### config.mk
export PLATFORM = sky130hd
export DESIGN_NAME = box_plotter
export DESIGN_NICKNAME = d
export VERILOG_FILES = /design/src/rtl/tetris_pkg.sv /design/src/rtl/box_plotter_raster_counter.sv /design/src/rtl/box_plotter.sv
export SDC_FILE = /design/constraint.sdc
export NUM_CORES = 1
export LEC_CHECK = 0
export ABC_AREA = 1
export CELL_PAD_IN_SITES_DETAIL_PLACEMENT = 2
export CELL_PAD_IN_SITES_GLOBAL_PLACEMENT = 2
export CORE_UTILIZATION = 24
export DETAILED_ROUTE_END_ITERATION = 8
export GPL_TIMING_DRIVEN = 0
export PLACE_DENSITY = 0.79
export SYNTH_ARGS = -nofsm -noshare
export SYNTH_HDL_FRONTEND = slang
export SYNTH_SLANG_ARGS = --single-unit
### constraint.sdc
create_clock -name CLOCK_50 -period 2.1 [get_ports CLOCK_50]
set_input_delay 0.42 -clock CLOCK_50 [delete_from_list [all_inputs] [get_ports CLOCK_50]]
set_output_delay 0.42 -clock CLOCK_50 [all_outputs]
set_load 0.01 [all_outputs]
### src/rtl/tetris_pkg.sv
// Shared types and geometry for the tetris display path: colours, screen size,
// board cell size and the plotter state encoding.
package tetris_pkg;

   typedef logic [8:0] color_t;  // {R3,G3,B3}

   localparam int SCR_W  = 640;
   localparam int SCR_H  = 480;
   localparam int CELL_W = 64;
   localparam int CELL_H = 24;

   localparam color_t BG    = 9'd0;
   localparam color_t PIECE = 9'b111_000_111;

   typedef enum logic [1:0] {
      ST_IDLE,
      ST_SCAN,
      ST_FIN
   } plot_state_t;

endpackage

### src/rtl/box_plotter_raster_counter.sv
// Row-major col/row counter pair: col runs 0..W-1, then wraps and bumps row.
// `last` flags the final (W-1, H-1) position of the rectangle.
module raster_counter #(
   parameter int W = 64,
   parameter int H = 24,
   parameter int COL_BITS = $clog2(W),
   parameter int ROW_BITS = $clog2(H)
) (
   input  logic                CLOCK_50,
   input  logic                reset,
   input  logic                clear,
   input  logic                advance,
   output logic [COL_BITS-1:0] col,
   output logic [ROW_BITS-1:0] row,
   output logic                last
);

   localparam logic [COL_BITS-1:0] COL_LAST = COL_BITS'(W - 1);
   localparam logic [ROW_BITS-1:0] ROW_LAST = ROW_BITS'(H - 1);

   logic [COL_BITS-1:0] col_reg;
   logic [ROW_BITS-1:0] row_reg;

   always_ff @(posedge CLOCK_50 or posedge reset) begin
      if (reset) begin
         col_reg <= '0;
         row_reg <= '0;
      end else if (clear) begin
         col_reg <= '0;
         row_reg <= '0;
      end else if (advance) begin
         if (col_reg == COL_LAST) begin
            col_reg <= '0;
            row_reg <= (row_reg == ROW_LAST) ? '0 : row_reg + 1'b1;
         end else begin
            col_reg <= col_reg + 1'b1;
         end
      end
   end

   assign col  = col_reg;
   assign row  = row_reg;
   assign last = (col_reg == COL_LAST) && (row_reg == ROW_LAST);

endmodule

### src/rtl/box_plotter.sv
// Paints a BOX_W x BOX_H rectangle one pixel per framebuffer handshake,
// skipping pixels that fall off the right/bottom screen edge.
module box_plotter
   import tetris_pkg::*;
#(
   parameter int BOX_W = tetris_pkg::CELL_W,
   parameter int BOX_H = tetris_pkg::CELL_H,
   parameter int SCR_W = tetris_pkg::SCR_W,
   parameter int SCR_H = tetris_pkg::SCR_H
) (
   input  logic       CLOCK_50,
   input  logic       reset,
   input  logic       start,
   input  logic [9:0] x0,
   input  logic [8:0] y0,
   input  logic [8:0] color,
   output logic       busy,
   output logic       done,
   output logic [9:0] px_x,
   output logic [8:0] px_y,
   output logic [8:0] px_color,
   output logic       px_plot,
   input  logic       px_ready
);

   localparam int COL_BITS = $clog2(BOX_W);
   localparam int ROW_BITS = $clog2(BOX_H);

   plot_state_t state_reg, state_next;
   logic [9:0]  x0_reg;
   logic [8:0]  y0_reg;
   color_t      color_reg;

   logic [COL_BITS-1:0] col;
   logic [ROW_BITS-1:0] row;
   logic                last;
   logic                clear;
   logic                advance;

   // One extra bit on each sum so an overflowing coordinate still reads as off-screen.
   logic [10:0] x_sum;
   logic [9:0]  y_sum;
   logic        on_screen;

   assign x_sum     = {1'b0, x0_reg} + 11'(col);
   assign y_sum     = {1'b0, y0_reg} + 10'(row);
   assign on_screen = (x_sum < 11'(SCR_W)) && (y_sum < 10'(SCR_H));

   raster_counter #(
      .W        (BOX_W),
      .H        (BOX_H),
      .COL_BITS (COL_BITS),
      .ROW_BITS (ROW_BITS)
   ) u_raster (
      .CLOCK_50 (CLOCK_50),
      .reset    (reset),
      .clear    (clear),
      .advance  (advance),
      .col      (col),
      .row      (row),
      .last     (last)
   );

   always_ff @(posedge CLOCK_50 or posedge reset) begin
      if (reset) begin
         state_reg <= ST_IDLE;
         x0_reg    <= '0;
         y0_reg    <= '0;
         color_reg <= BG;
      end else begin
         state_reg <= state_next;
         if (clear) begin
            x0_reg    <= x0;
            y0_reg    <= y0;
            color_reg <= color;
         end
      end
   end

   // Outputs decode straight from state so an async reset drops plot/busy at once.
   always_comb begin
      state_next = state_reg;
      clear      = 1'b0;
      advance    = 1'b0;
      busy       = 1'b0;
      done       = 1'b0;
      px_plot    = 1'b0;
      px_x       = '0;
      px_y       = '0;
      px_color   = BG;
      case (state_reg)
         ST_IDLE: begin
            if (start) begin
               clear      = 1'b1;
               state_next = ST_SCAN;
            end
         end
         ST_SCAN: begin
            busy     = 1'b1;
            px_x     = x_sum[9:0];
            px_y     = y_sum[8:0];
            px_color = color_reg;
            px_plot  = on_screen;
            advance  = !on_screen || px_ready;
            if (advance && last) begin
               state_next = ST_FIN;
            end
         end
         ST_FIN: begin
            done       = 1'b1;
            state_next = ST_IDLE;
         end
         default: state_next = ST_IDLE;
      endcase
   end

endmodule
; ---- Word-level counts from Yosys, hierarchy flattened
; Index checks and enable logic that the tools add are counted.
; W data, S select, Z words.
[op_classes]
order_cmp = 2
n_mux = 19
n_reduce_logical = 10
n_eq_ne = 6
addsub = 4
[ops]
columns = cell, n
row1 = $mux W5, 4
row2 = $mux W6, 3
row3 = $mux W9, 2
row4 = $add A10 B6 Y11, 1
row5 = $lt A11 B10 Y1 const B, 1
row6 = $add A9 B5 Y10, 1
row7 = $lt A10 B9 Y1 const B, 1
row8 = $mux W10, 1
row9 = $add A6 B1 Y6 const B, 1
row10 = $eq A6 B6 Y1 const B, 1
row11 = $mux W1, 6
row12 = $add A5 B1 Y5 const B, 1
row13 = $eq A5 B5 Y1 const B, 1
row14 = $mux W2, 2
row15 = $ne A2 B2 Y1 const B, 2
row16 = $pmux W2 S2, 1
row17 = $reduce_and A2 Y1, 2
row18 = $reduce_bool A2 Y1, 2
row19 = $logic_and A1 B1 Y1, 3
row20 = $eq A2 B1 Y1 const B, 1
row21 = $eq A2 B2 Y1 const B, 1
row22 = $logic_not A2 Y1, 1
row23 = $logic_not A1 Y1, 1
row24 = $logic_or A1 B1 Y1, 1
[totals]
regBits = 41
inputBits = 32
word_cells = 47
out_inout_bits = 31

; ---- Depth between registers and ports, before layout
; Gate-level depths: netlist (run 1).
[depth]
ltp_word = 8
ltp_mapped = 18
mapped_depth_nobuf = 18

; ---- Cells and area by module
; From an unflattened synthesis (run 1), not the netlist that was laid out.
[hier_totals]
hier_cells = 386
area_unflattened_um2 = 2703.8
[by_module_without_submodules]
columns = module, seq_area_each_um2, instances, cells_each, area_per_inst_um2
row1 = box_plotter, 750.7, 1, 293, 2020.7
row2 = raster_counter, 275.3, 1, 93, 683.2

; ---- Worst setup path before layout (run 1)
; OpenSTA, ideal clock, no wires.
[synth_timing]
path_kind = flip-flop to output port
from = reg u_raster.col_reg[0] (netlist: u_raster.col[0])
to = out px_plot
slack_ns = -0.149
path_stages_with_launch = 15
n_path_buf = 0
arrival_ns = 1.829
required_time_ns = 1.680
cell_sequence = dfrtp_1 -> ha_1 -> inv_1 -> fa_1 -> inv_1 -> nand3_1 -> nand2_1 -> nand2_1 -> nand2_1 -> nand2_1 -> nand2_1 -> nand2_1 -> nand2_2 -> nand3_1 -> nor2_1
[synth_between]
elab_chain_cells = 4
[synth_lines]
columns = element, line
row1 = from (decl), box_plotter_raster_counter.sv:21  ; logic [COL_BITS-1:0] col_reg;
row2 = from (signal assigned), box_plotter_raster_counter.sv:36  ; col_reg <= col_reg + 1'b1;
row3 = $add A10 B6 Y11, box_plotter.sv:45  ; assign x_sum = {1'b0, x0_reg} + 11'(col);
row4 = $lt A11 B10 Y1, box_plotter.sv:47  ; assign on_screen = (x_sum < 11'(SCR_W)) && (y_sum < 10'(SCR_H));
row5 = $logic_and A1 B1 Y1, box_plotter.sv:47
row6 = $mux W1, box_plotter.sv:91  ; case (state_reg)
row7 = to (decl), box_plotter.sv:22  ; output logic px_plot,
; Every way passes these cells.

; ---- Final worst setup path (run 1)
[layout_timing]
from = reg u_raster.col_reg[0] (netlist: u_raster.col[0])
to = reg u_raster.row_reg[4] (netlist: u_raster.row[4])
[layout_between]
elab_chain_cells = 8
word_cells_on_any_way = 10
cone_classes = 1 x add/sub / 1 x order compare / 1 x eq/ne / 1 x mux / 6 x reduce/logical
[layout_lines]
columns = element, line
row1 = $add A10 B6 Y11, box_plotter.sv:45
row2 = $lt A11 B10 Y1, box_plotter.sv:47
row3 = $logic_and A1 B1 Y1, box_plotter.sv:47
row4 = $logic_not A1 Y1, box_plotter.sv:104  ; advance = !on_screen || px_ready;
row5 = $logic_or A1 B1 Y1, box_plotter.sv:104
row6 = $mux W1, box_plotter.sv:91
row7 = $reduce_bool A2 Y1 (no line), -
row8 = $reduce_and A2 Y1 (no line) (*), -
row9 = to (signal assigned), box_plotter_raster_counter.sv:34  ; row_reg <= (row_reg == ROW_LAST) ? '0 : row_reg + 1'b1;
row10 = to (decl), box_plotter_raster_counter.sv:22  ; logic [ROW_BITS-1:0] row_reg;
; Every way passes the cells marked *; elsewhere a longest branch is shown, timed or not.
; A chain may end at the register's enable or synchronous reset.

==> results of run 1 <==
==> critical path: cells and delay by family, from the launching register on <==
family | cells | cell delay, ns
and+or+nand+nor | 13 | 1.03
DFF | 1 | 0.43
buffers and inverters | 6 | 0.61
adders and majority gates | 2 | 0.49
==> metal layers <==
layer | global-route usage (%) | vias to the layer above | wire [um] | share of wire (%)
met2 | 41.8 | 82 | 7830 | 54
met5 | 0 | - | 0 | 0
li1 | - | 1452 | - | -
met1 | 24.9 | 1614 | 5700 | 39
met3 | 3.09 | 39 | 429 | 3.0
met4 | 7.53 | 0 | 550 | 3.8
==> power by group <==
group,total (mW),internal (mW),leakage (nW),switching (mW)
combinational,3.90,1.81,1.72,2.10
clock,0.639,0.268,0.0512,0.370
sequential,1.34,1.05,0.508,0.292
total,5.88,3.13,2.28,2.76
==> placed cells by master, fill, tap and decap left out, types with 5 or more instances in the layout <==
cell / count
nand2_2: 35
ha_4: 9
nor2_4: 5
o21ai_2: 8
inv_1: 42
buf_2: 17
clkbuf_8: 8
xor2_1: 5
nor2_1: 31
nand2_1: 84
buf_6: 19
a21oi_1: 5
dfrtp_2: 6
clkdlybuf4s50_1: 33
a21oi_2: 5
nand3_2: 16
dlygate4sd2_1: 7
nand3_1: 8
inv_2: 11
o21ai_0: 18
nand2_4: 11
dfrtp_1: 35
nor2_2: 7
buf_4: 39
==> how the worst max path moves through the flow <==
stage                          from              end  slack (ns)  cells after the start
detailed placement  u_raster.col[0]          px_plot       -0.86                     15
finish              u_raster.col[0]  u_raster.row[4]       -0.63                     21
global placement    u_raster.col[0]          px_plot       -0.83                     15
global route        u_raster.col[0]  u_raster.row[4]       -0.75                     21
CTS                       x0_reg[0]          px_plot       -0.54                     15
floorplan           u_raster.col[0]          px_plot       -0.09                     14
==> cell type report <==
class / instances / area [um^2]
inverters: 56 / 225
multi-input cells: 277 / 1950
flip-flops and latches: 41 / 1030
plain buffers: 9 / 72.6
clock inverters: 2 / 13.8
clock buffers: 6 / 82.6
fillers: 1195 / 6210
well taps: 140 / 175
repair buffers: 120 / 1080
==> kinds of logic (layout without fill, tap and decap cells) <==
family | after synthesis | count (layout) | synth area share (%)
xor gates and xnor gates | 5 | 5 | 1.64
AOI/OAI and AO/OA | 44 | 44 | 9.06
and+or+nand+nor | 213 | 213 | 33.8
DFF | 41 | 41 | 38.5
buffers and inverters | 65 | 193 | 9.43
adders and majority gates | 15 | 15 | 7.60
==> per-stage QoR <==
step	hold WS [ns]	total power, mW
finish	0.364	5.88
global route	0.385	6.21
CTS	0.379	4.85
detailed placement	0.484	3.64
global placement	0.472	3.51
floorplan	0.455	2.58
==> repair_timing <==
action / in CTS / in global routing
gates resized for setup: 164 / 93
setup buffers: 39 / 20
pin swaps: 34 / 48
gates cloned: 1 / 0
setup endpoints to repair: 53 / 45
hold buffers: 0 / 0
==> metrics.yaml, run 1 <==
reg2reg_depth: 21
numPlacedInstances: 586
powerDensity_nw_per_um2: 1270
cp_slowest_cell: "dfrtp_2"
slew_headroom_pct: 54.7
portBuffers: 62
synth-seq-cells: 41
cts_tree: "built"
crit_type: "flip-flop to flip-flop"
pin_count: 63
vias: 3187
failed_checks: "negative setup slack"
ys.flop_type: "dfrtp_1"
worstReg2RegEnd: "u_raster.row[4]"
synth-seq-area-share_pct: 38.5
largest_reg_flops: 10
antenna_left: 0
hold_viol_final: 0
power_leakage_nw: 2.28
pre_cts_slack_ns: -0.864
wirelength_mm: 14.5
clock.fmax_mhz: 367
tightest_slew_ns: 0.680
dp_hpwl_mm: 7.11
first_pass_iters: 4
fin_skew_ns: 0.0283
area_delta_synth_final_pct: 73.5
finalWorstSetupSlack_ns: -0.628
row_count: 38
fin_util_pct: 42.7
yosysUniqueCellTypes: 30
clock_latency_ns: 0.34
tns_ns: -10.98
yosysMostFrequentCell: "nand2_1"
yosysWarnings: 0
cts_inserted_buffers: 5
slew_violations: 0
grt_overflow: 0
reg2reg_from: "u_raster.col[0]"
finalSetupViolCount: 28
clk_path_buf_depth: 2
die_x_um: 107
die_y_um: 107
cp.arrival_ns: 2.91
outcome: "finished, violations left"
synthTopCellsByCount: "127 x nand2_1, 51 x inv_1, 42 x nor2_1, 41 x dfrtp_1, 26 x nand3_1"
yosys.area.top_type_share_pct: 38.5
drt-initial-drc-count: 124
cts_sinks: 41
die_area_um2: 11500
layout-drive-gt1-share_pct: 42.7
syn_nets: 430
drc_errors: 0
rsz0062_at_grt: "true"
path_cells: "ha_4 -> inv_2 -> fa_2 -> inv_2 -> nand3_2 -> nand2_2 -> nand2_2 -> buf_4 -> nand3_2 -> nand2_2 -> nand2_2 -> nand2_2 -> buf_4 -> buf_6 -> nand4_4 -> nand2_4 -> nand2_8 -> buf_6 -> nand2_8 -> nand2_2 -> nand2_1"
cap_violations: 0
period_needed_ns: 2.73
grt_pass1_vias: 3521
cts-root-buf: "clkbuf_8"
design_area_um2: 4630
crit_path_start_kind: "flip-flop"
core_um2: 10800
synth_area_um2: 2670
crit_fanout: 5
antenna_found_initial: 0
max-vdd-ir-drop_mv: 0.506
cp-end-kind: "flip-flop"
max_stage_delay_ns: 0.43
grt_max_degree: 31
syn_area_per_cell_um2: 6.96
initial_core_util_pct: 24.6
synth_top_cells_by_area: "dfrtp_1 38%, nand2_1 18%, inv_1 7.2%"
period_share_pct: 130
hold_class: "primary input to async pin"
gp_congestion: 0.773
synthCells: 383
grtUsageTotal_pct: 22.0
grt_pass1_wl_mm: 19.1
async_flop_share_pct: 100
final_nets: 557
avgRoutedWirePerCell_um: 22.3
yosysTopAreaCell: "dfrtp_1"
cp.required_ns: 2.29
r2r_setup_slack_ns: -0.63
fin_cells: 651
vias_per_cell: 4.90
cts_max_level: 2
synth_edf_count: 0
antenna_cells: 0
clk_pin_slew_worst_paths_ns: 0.12
cpMostUsedCell: "nand2_2"
place_area_um2: 3530
Note: power is estimated with default switching activity, not from simulation.
==> run 2: changes to the inputs <==
CORE_MARGIN = 2   (was unset)
CTS_BUF_LIST = sky130_fd_sc_hd__clkbuf_16   (was unset)
==> metrics.yaml, run 2 (synthesis results as in run 1) <==
die_y_um: 109  # +1.9%
clk_pin_slew_worst_paths_ns: 0.07  # -0.05 ns
cts-root-buf: "clkbuf_16"
fin_skew_ns: 0.00975  # -0.0186 ns
outcome: "finished, violations left"
area_delta_synth_final_pct: 74.9
antenna_cells: 0  # unchanged
cp.arrival_ns: 2.28  # -0.63 ns
slew_violations: 0  # unchanged
cts_max_level: 2  # unchanged
period_needed_ns: 2.70  # -0.0287 ns
grt_overflow: 0  # unchanged
clock.fmax_mhz: 370  # +1.1%
dp_hpwl_mm: 7.05  # -0.93%
vias_per_cell: 4.79  # -2.1%
cp-end-kind: "output port"
tightest_slew_ns: 0.727  # +0.0471 ns
row_count: 38  # unchanged
hold_class: "primary input to async pin"
gp_congestion: 0.795  # +2.8%
drt-met1-wl_mm: 5.98  # +4.9%
final_nets: 561  # +0.72%
initial_core_util_pct: 24.6  # unchanged
grt_pass1_vias: 3436  # -2.4%
vias: 3138  # -1.5%
hold_buffers: 0  # unchanged
worstReg2RegEnd: "u_raster.col[3]"
crit_type: "flip-flop to output port"
critPathCapture: "px_x[6]"
antenna_left: 0  # unchanged
first_pass_iters: 4  # unchanged
tns_ns: -9.96  # +1.02 ns
slew_headroom_pct: 51.5  # -3.1 points
antenna_found_initial: 0  # unchanged
layout-drive-gt1-share_pct: 41.4  # -1.3 points
crit_fanout: 2  # -3
wirelength_mm: 14.9  # +2.6%
startpoint: "u_raster.col[0]"
cts_tree: "built"
largest_reg_flops: 10  # unchanged
max-vdd-ir-drop_mv: 0.474  # -6.3%
final_common_cell: "nand2_1"
failed_checks: "negative setup slack"
fillCellCount: 1221  # +2.2%
r2r_setup_slack_ns: -0.51  # +0.12 ns
period_share_pct: 129  # -1.4 points
portBuffers: 62  # unchanged
avgRoutedWirePerCell_um: 22.7  # +2.0%
cts_sinks: 41  # unchanged
met2_length_mm: 8.07  # +3.1%
cap_violations: 0  # unchanged
finalWorstSetupSlack_ns: -0.599  # +0.0287 ns
route.met3.wl_um: 529  # +23%
powerDensity_nw_per_um2: 1280  # +0.32%
grt_max_degree: 39  # +26%
pin_count: 63  # unchanged
fin_cells: 655  # +0.61%
finalSetupViolCount: 28  # unchanged
numPlacedInstances: 586  # unchanged
rsz0062_at_grt: "true"
drc_errors: 0  # unchanged
clk_path_buf_depth: 2  # unchanged
die_area_um2: 12000  # +3.8%
reg2reg_from: "u_raster.row[0]"
drt-initial-drc-count: 96  # -23%
reg2reg_depth: 19  # -9.5%
hold_viol_final: 0  # unchanged
clock_latency_ns: 0.29  # -0.05 ns
crit_path_start_kind: "flip-flop"
power_leakage_nw: 2.33  # +2.2%
layout_common_cells: "84 x nand2_1, 48 x buf_4, 44 x inv_1, 36 x dfrtp_1, 34 x nor2_1"
cts_inserted_buffers: 5  # unchanged
top_layer_used: "met4"
core_um2: 10800  # unchanged
grtUsageTotal_pct: 21.2  # -0.80 points
cp.required_ns: 1.68  # -0.61 ns
die_x_um: 109  # +1.9%
grt_pass1_wl_mm: 19.3  # +1.1%
[run 2: cell types whose count changed in the layout (fill, tap and decap cells not counted), sizes merged]
cell | before | now
clkinvlp | 0 | 1
buf | 78 | 81
dlygate4sd2 | 7 | 9
dlymetal6s2s | 4 | 2
[run 2: metrics by stage]
step           power [mW]  setup WS [ns]  instance area (um^2)  util [%]  hold WS [ns]
2_1_floorplan        2.58        -0.0897                  2720         -         0.455
3_3_place_gp         3.51         -0.838                  3510      32.4         0.472
3_5_place_dp         3.64         -0.924                  3530      32.6         0.477
4_1_cts              5.12         -0.524                  4280      39.5         0.322
5_1_grt              6.29         -0.713                  4660      43.0         0.357
6_report             5.95         -0.599                  4660      43.0         0.339
[run 2: worst min-delay path by stage]
stage	from	endpoint	slack, ns	cells after the start
after global placement	x0_reg[4]	x0_reg[4]	0.47	2
after CTS	reset	x0_reg[6]	0.32	2
after floorplan	x0_reg[2]	x0_reg[2]	0.46	2
final	reset	x0_reg[6]	0.34	2
after detailed placement	x0_reg[4]	x0_reg[4]	0.48	2
after global routing	reset	x0_reg[6]	0.36	2
[run 2: layout make-up]
type                            count  area (um^2)  area share [%]
Buffer                              9         72.6            1.56
Clock buffer                        5          125            2.68
Clock inverter                      3         17.5           0.376
Inverter                           56          220            4.72
Multi-Input combinational cell    277         1940            41.6
Sequential cell                    41         1030            22.1
Tap cell                          140          175            3.76
Timing Repair Buffer              124         1080            23.2
[run 2: what timing repair did]
action	in CTS	in global routing
buffers inserted	39	26
endpoints found under the setup margin	53	33
gates resized for setup	165	76
cloned	1	0
pin swaps	32	36
[run 2: layer usage]
layer	vias to the layer above	global-route usage, %
met5	-	0
met4	0	4.88
met3	26	3.44
li1	1455	-
met2	65	39.3
met1	1592	25.5
[run 2: report_power, final]
group / internal, mW / switching [mW]
logic: 1.72 / 2.08
registers: 1.05 / 0.293
clock network: 0.438 / 0.365
total: 3.21 / 2.74
[run 2: critical path, cell delays in order, from the launching register on]
cell	delay, ns
dfrtp_2	0.44
ha_4	0.18
inv_2	0.06
fa_2	0.21
inv_2	0.04
nand3_2	0.07
nand2_4	0.07
buf_4	0.14
buf_4	0.13
buf_6	0.12
a31oi_4	0.18
o21ai_2	0.07
a21oi_1	0.13
buf_2	0.15
==> run 3: changes to the inputs <==
SKIP_CTS_REPAIR_TIMING = 1   (was unset)
==> metrics.yaml, run 3 (synthesis results as in run 1) <==
crit_fanout: 4  # +2
cp.required_ns: 1.68  # about the same
final_common_cell: "nand2_1"
grt_max_degree: 39  # unchanged
fin_cells: 631  # -3.7%
antenna_found_initial: 0  # unchanged
die_x_um: 109  # unchanged
finalWorstSetupSlack_ns: -0.619  # -0.0197 ns
hold_viol_final: 0  # unchanged
pwr-share-clk_pct: 14.6  # +1.1 points
grt_pass1_vias: 2972  # -14%
area_delta_synth_final_pct: 66.0
p_sw_share_pct: 45.0  # -1.1 points
cts-root-buf: "clkbuf_16"
p_seq_share_pct: 24.4  # +1.8 points
fin_util_pct: 40.8  # -2.2 points
clk_pin_slew_worst_paths_ns: 0.07  # about the same
vias: 2999  # -4.4%
grt_overflow: 0  # unchanged
finalSetupViolCount: 29  # +3.6%
power_leakage_nw: 2.26  # -2.9%
largest_reg_flops: 10  # unchanged
cts_max_level: 2  # unchanged
fin_skew_ns: 0.0138  # +0.00401 ns
numPlacedInstances: 586  # unchanged
cts_tree: "built"
tightest_slew_ns: 0.666  # -0.0608 ns
power.total_mw: 5.52  # -7.2%
period_needed_ns: 2.72  # +0.0197 ns
cap_violations: 0  # unchanged
max-vdd-ir-drop_mv: 0.390  # -18%
outcome: "finished, violations left"
antenna_left: 0  # unchanged
pin_count: 63  # unchanged
crit_path_start_kind: "flip-flop"
gp_congestion: 0.795  # unchanged
design_area_um2: 4430  # -5.1%
first_pass_iters: 4  # unchanged
initial_core_util_pct: 24.6  # unchanged
p_int_mw: 3.04  # -5.4%
layout_common_cells: "92 x nand2_1, 43 x inv_1, 35 x nor2_1, 34 x clkdlybuf4s50_1, 33 x dfrtp_1"
hold_class: "primary input to async pin"
fillCellCount: 1232  # +0.90%
antenna_cells: 0  # unchanged
cts_sinks: 41  # unchanged
powerDensity_nw_per_um2: 1250  # -2.2%
rsz0062_at_grt: "true"
drc_errors: 0  # unchanged
cp.arrival_ns: 2.30  # +0.02 ns
vias_per_cell: 4.75  # -0.79%
grtUsageTotal_pct: 16.3  # -4.9 points
place_area_um2: 3530  # unchanged
drt-initial-drc-count: 112  # +17%
clock.fmax_mhz: 368  # -0.73%
final_nets: 537  # -4.3%
grt_pass1_wl_mm: 15.2  # -21%
slew_violations: 0  # unchanged
core_um2: 10800  # unchanged
die_area_um2: 12000  # unchanged
avgRoutedWirePerCell_um: 20.2  # -11%
failed_checks: "negative setup slack"
cp-end-kind: "output port"
die_y_um: 109  # unchanged
cts_inserted_buffers: 5  # unchanged
wirelength_mm: 12.7  # -15%
slew_headroom_pct: 55.6  # +4.1 points
switchingPower_mw: 2.48  # -9.4%
clock_latency_ns: 0.29  # about the same
portBuffers: 62  # unchanged
row_count: 38  # unchanged
power_frac_comb_pct: 61.0  # -2.9 points
crit_type: "flip-flop to output port"
clk_path_buf_depth: 2  # unchanged
period_share_pct: 129  # +0.94 points
dp_hpwl_mm: 7.05  # unchanged
layout-drive-gt1-share_pct: 36.7  # -4.7 points
==> run 3: cell count changes in the layout (fill, tap and decap cells not counted), moves of 4 or more <==
cell / before / now
nand2_2: 30 / 26
nand2_1: 84 / 92
buf_4: 48 / 31
buf_6: 14 / 6
dlygate4sd2_1: 9 / 0
dlymetal6s2s_1: 2 / 11
==> run 3: final timing paths <==
path	to	depth (start not counted)	startpoint	slack, ns
min	x0_reg[6]	2	reset	0.33
max in group asynchronous	u_raster.col[3]	3	reset	1.29
max	px_x[6]	13	u_raster.col[0]	-0.62
min reg2reg	color_reg[6]	2	color_reg[6]	0.55
min in group CLOCK_50	color_reg[6]	2	color_reg[6]	0.55
max reg2reg	u_raster.row[4]	19	u_raster.col[0]	-0.51
==> run 3: metrics by stage <==
stage | hold slack [ns] | TNS [ns] | worst slack, ns
5_1_grt | 0.339 | -13.34 | -0.740
2_1_floorplan | 0.455 | -0.483 | -0.0897
3_5_place_dp | 0.477 | -17.59 | -0.924
6_report | 0.329 | -9.68 | -0.619
4_1_cts | 0.322 | -23.57 | -1.25
3_3_place_gp | 0.472 | -26.94 | -0.838
==> run 3: routing by layer <==
metal,vias to the layer above,part of all wire [%],global-route usage (%)
li1,1409,-,-
met1,1515,42,21.1
met2,63,53,29.0
met3,12,3.3,2.43
met4,0,1.5,3.16
met5,-,0,0
==> run 3: critical path, stage by stage, from the launching register on <==
cell and delay (ns):
dfrtp_2 0.45, ha_4 0.18, inv_2 0.06, fa_2 0.23, inv_2 0.04, nand3_2 0.07, nand2_4 0.07, buf_4 0.15
buf_4 0.13, buf_4 0.13, a31oi_4 0.15, o21ai_2 0.08, a21oi_1 0.13, buf_2 0.15
==> run 3: area by class of cell <==
class / count / area (um^2) / share of cell area (%)
Sequential cell: 41 / 1040 / 23.4
Clock inverter: 3 / 17.5 / 0.396
Tap cell: 140 / 175 / 3.96
Buffer: 9 / 63.8 / 1.44
Multi-Input combinational cell: 277 / 1880 / 42.5
Inverter: 56 / 216 / 4.89
Timing Repair Buffer: 100 / 910 / 20.6
Clock buffer: 5 / 125 / 2.83
==> run 3: power by group through the flow <==
| stage | Clock (mW) | Sequential [mW] | Combinational [mW] |
|---|---|---|---|
| floorplan | 0 | 1.21 | 1.36 |
| global placement | 0 | 1.28 | 2.24 |
| detailed placement | 0 | 1.29 | 2.35 |
| CTS | 0.797 | 1.28 | 2.38 |
| global route | 0.847 | 1.38 | 3.67 |
| finish | 0.807 | 1.35 | 3.37 |
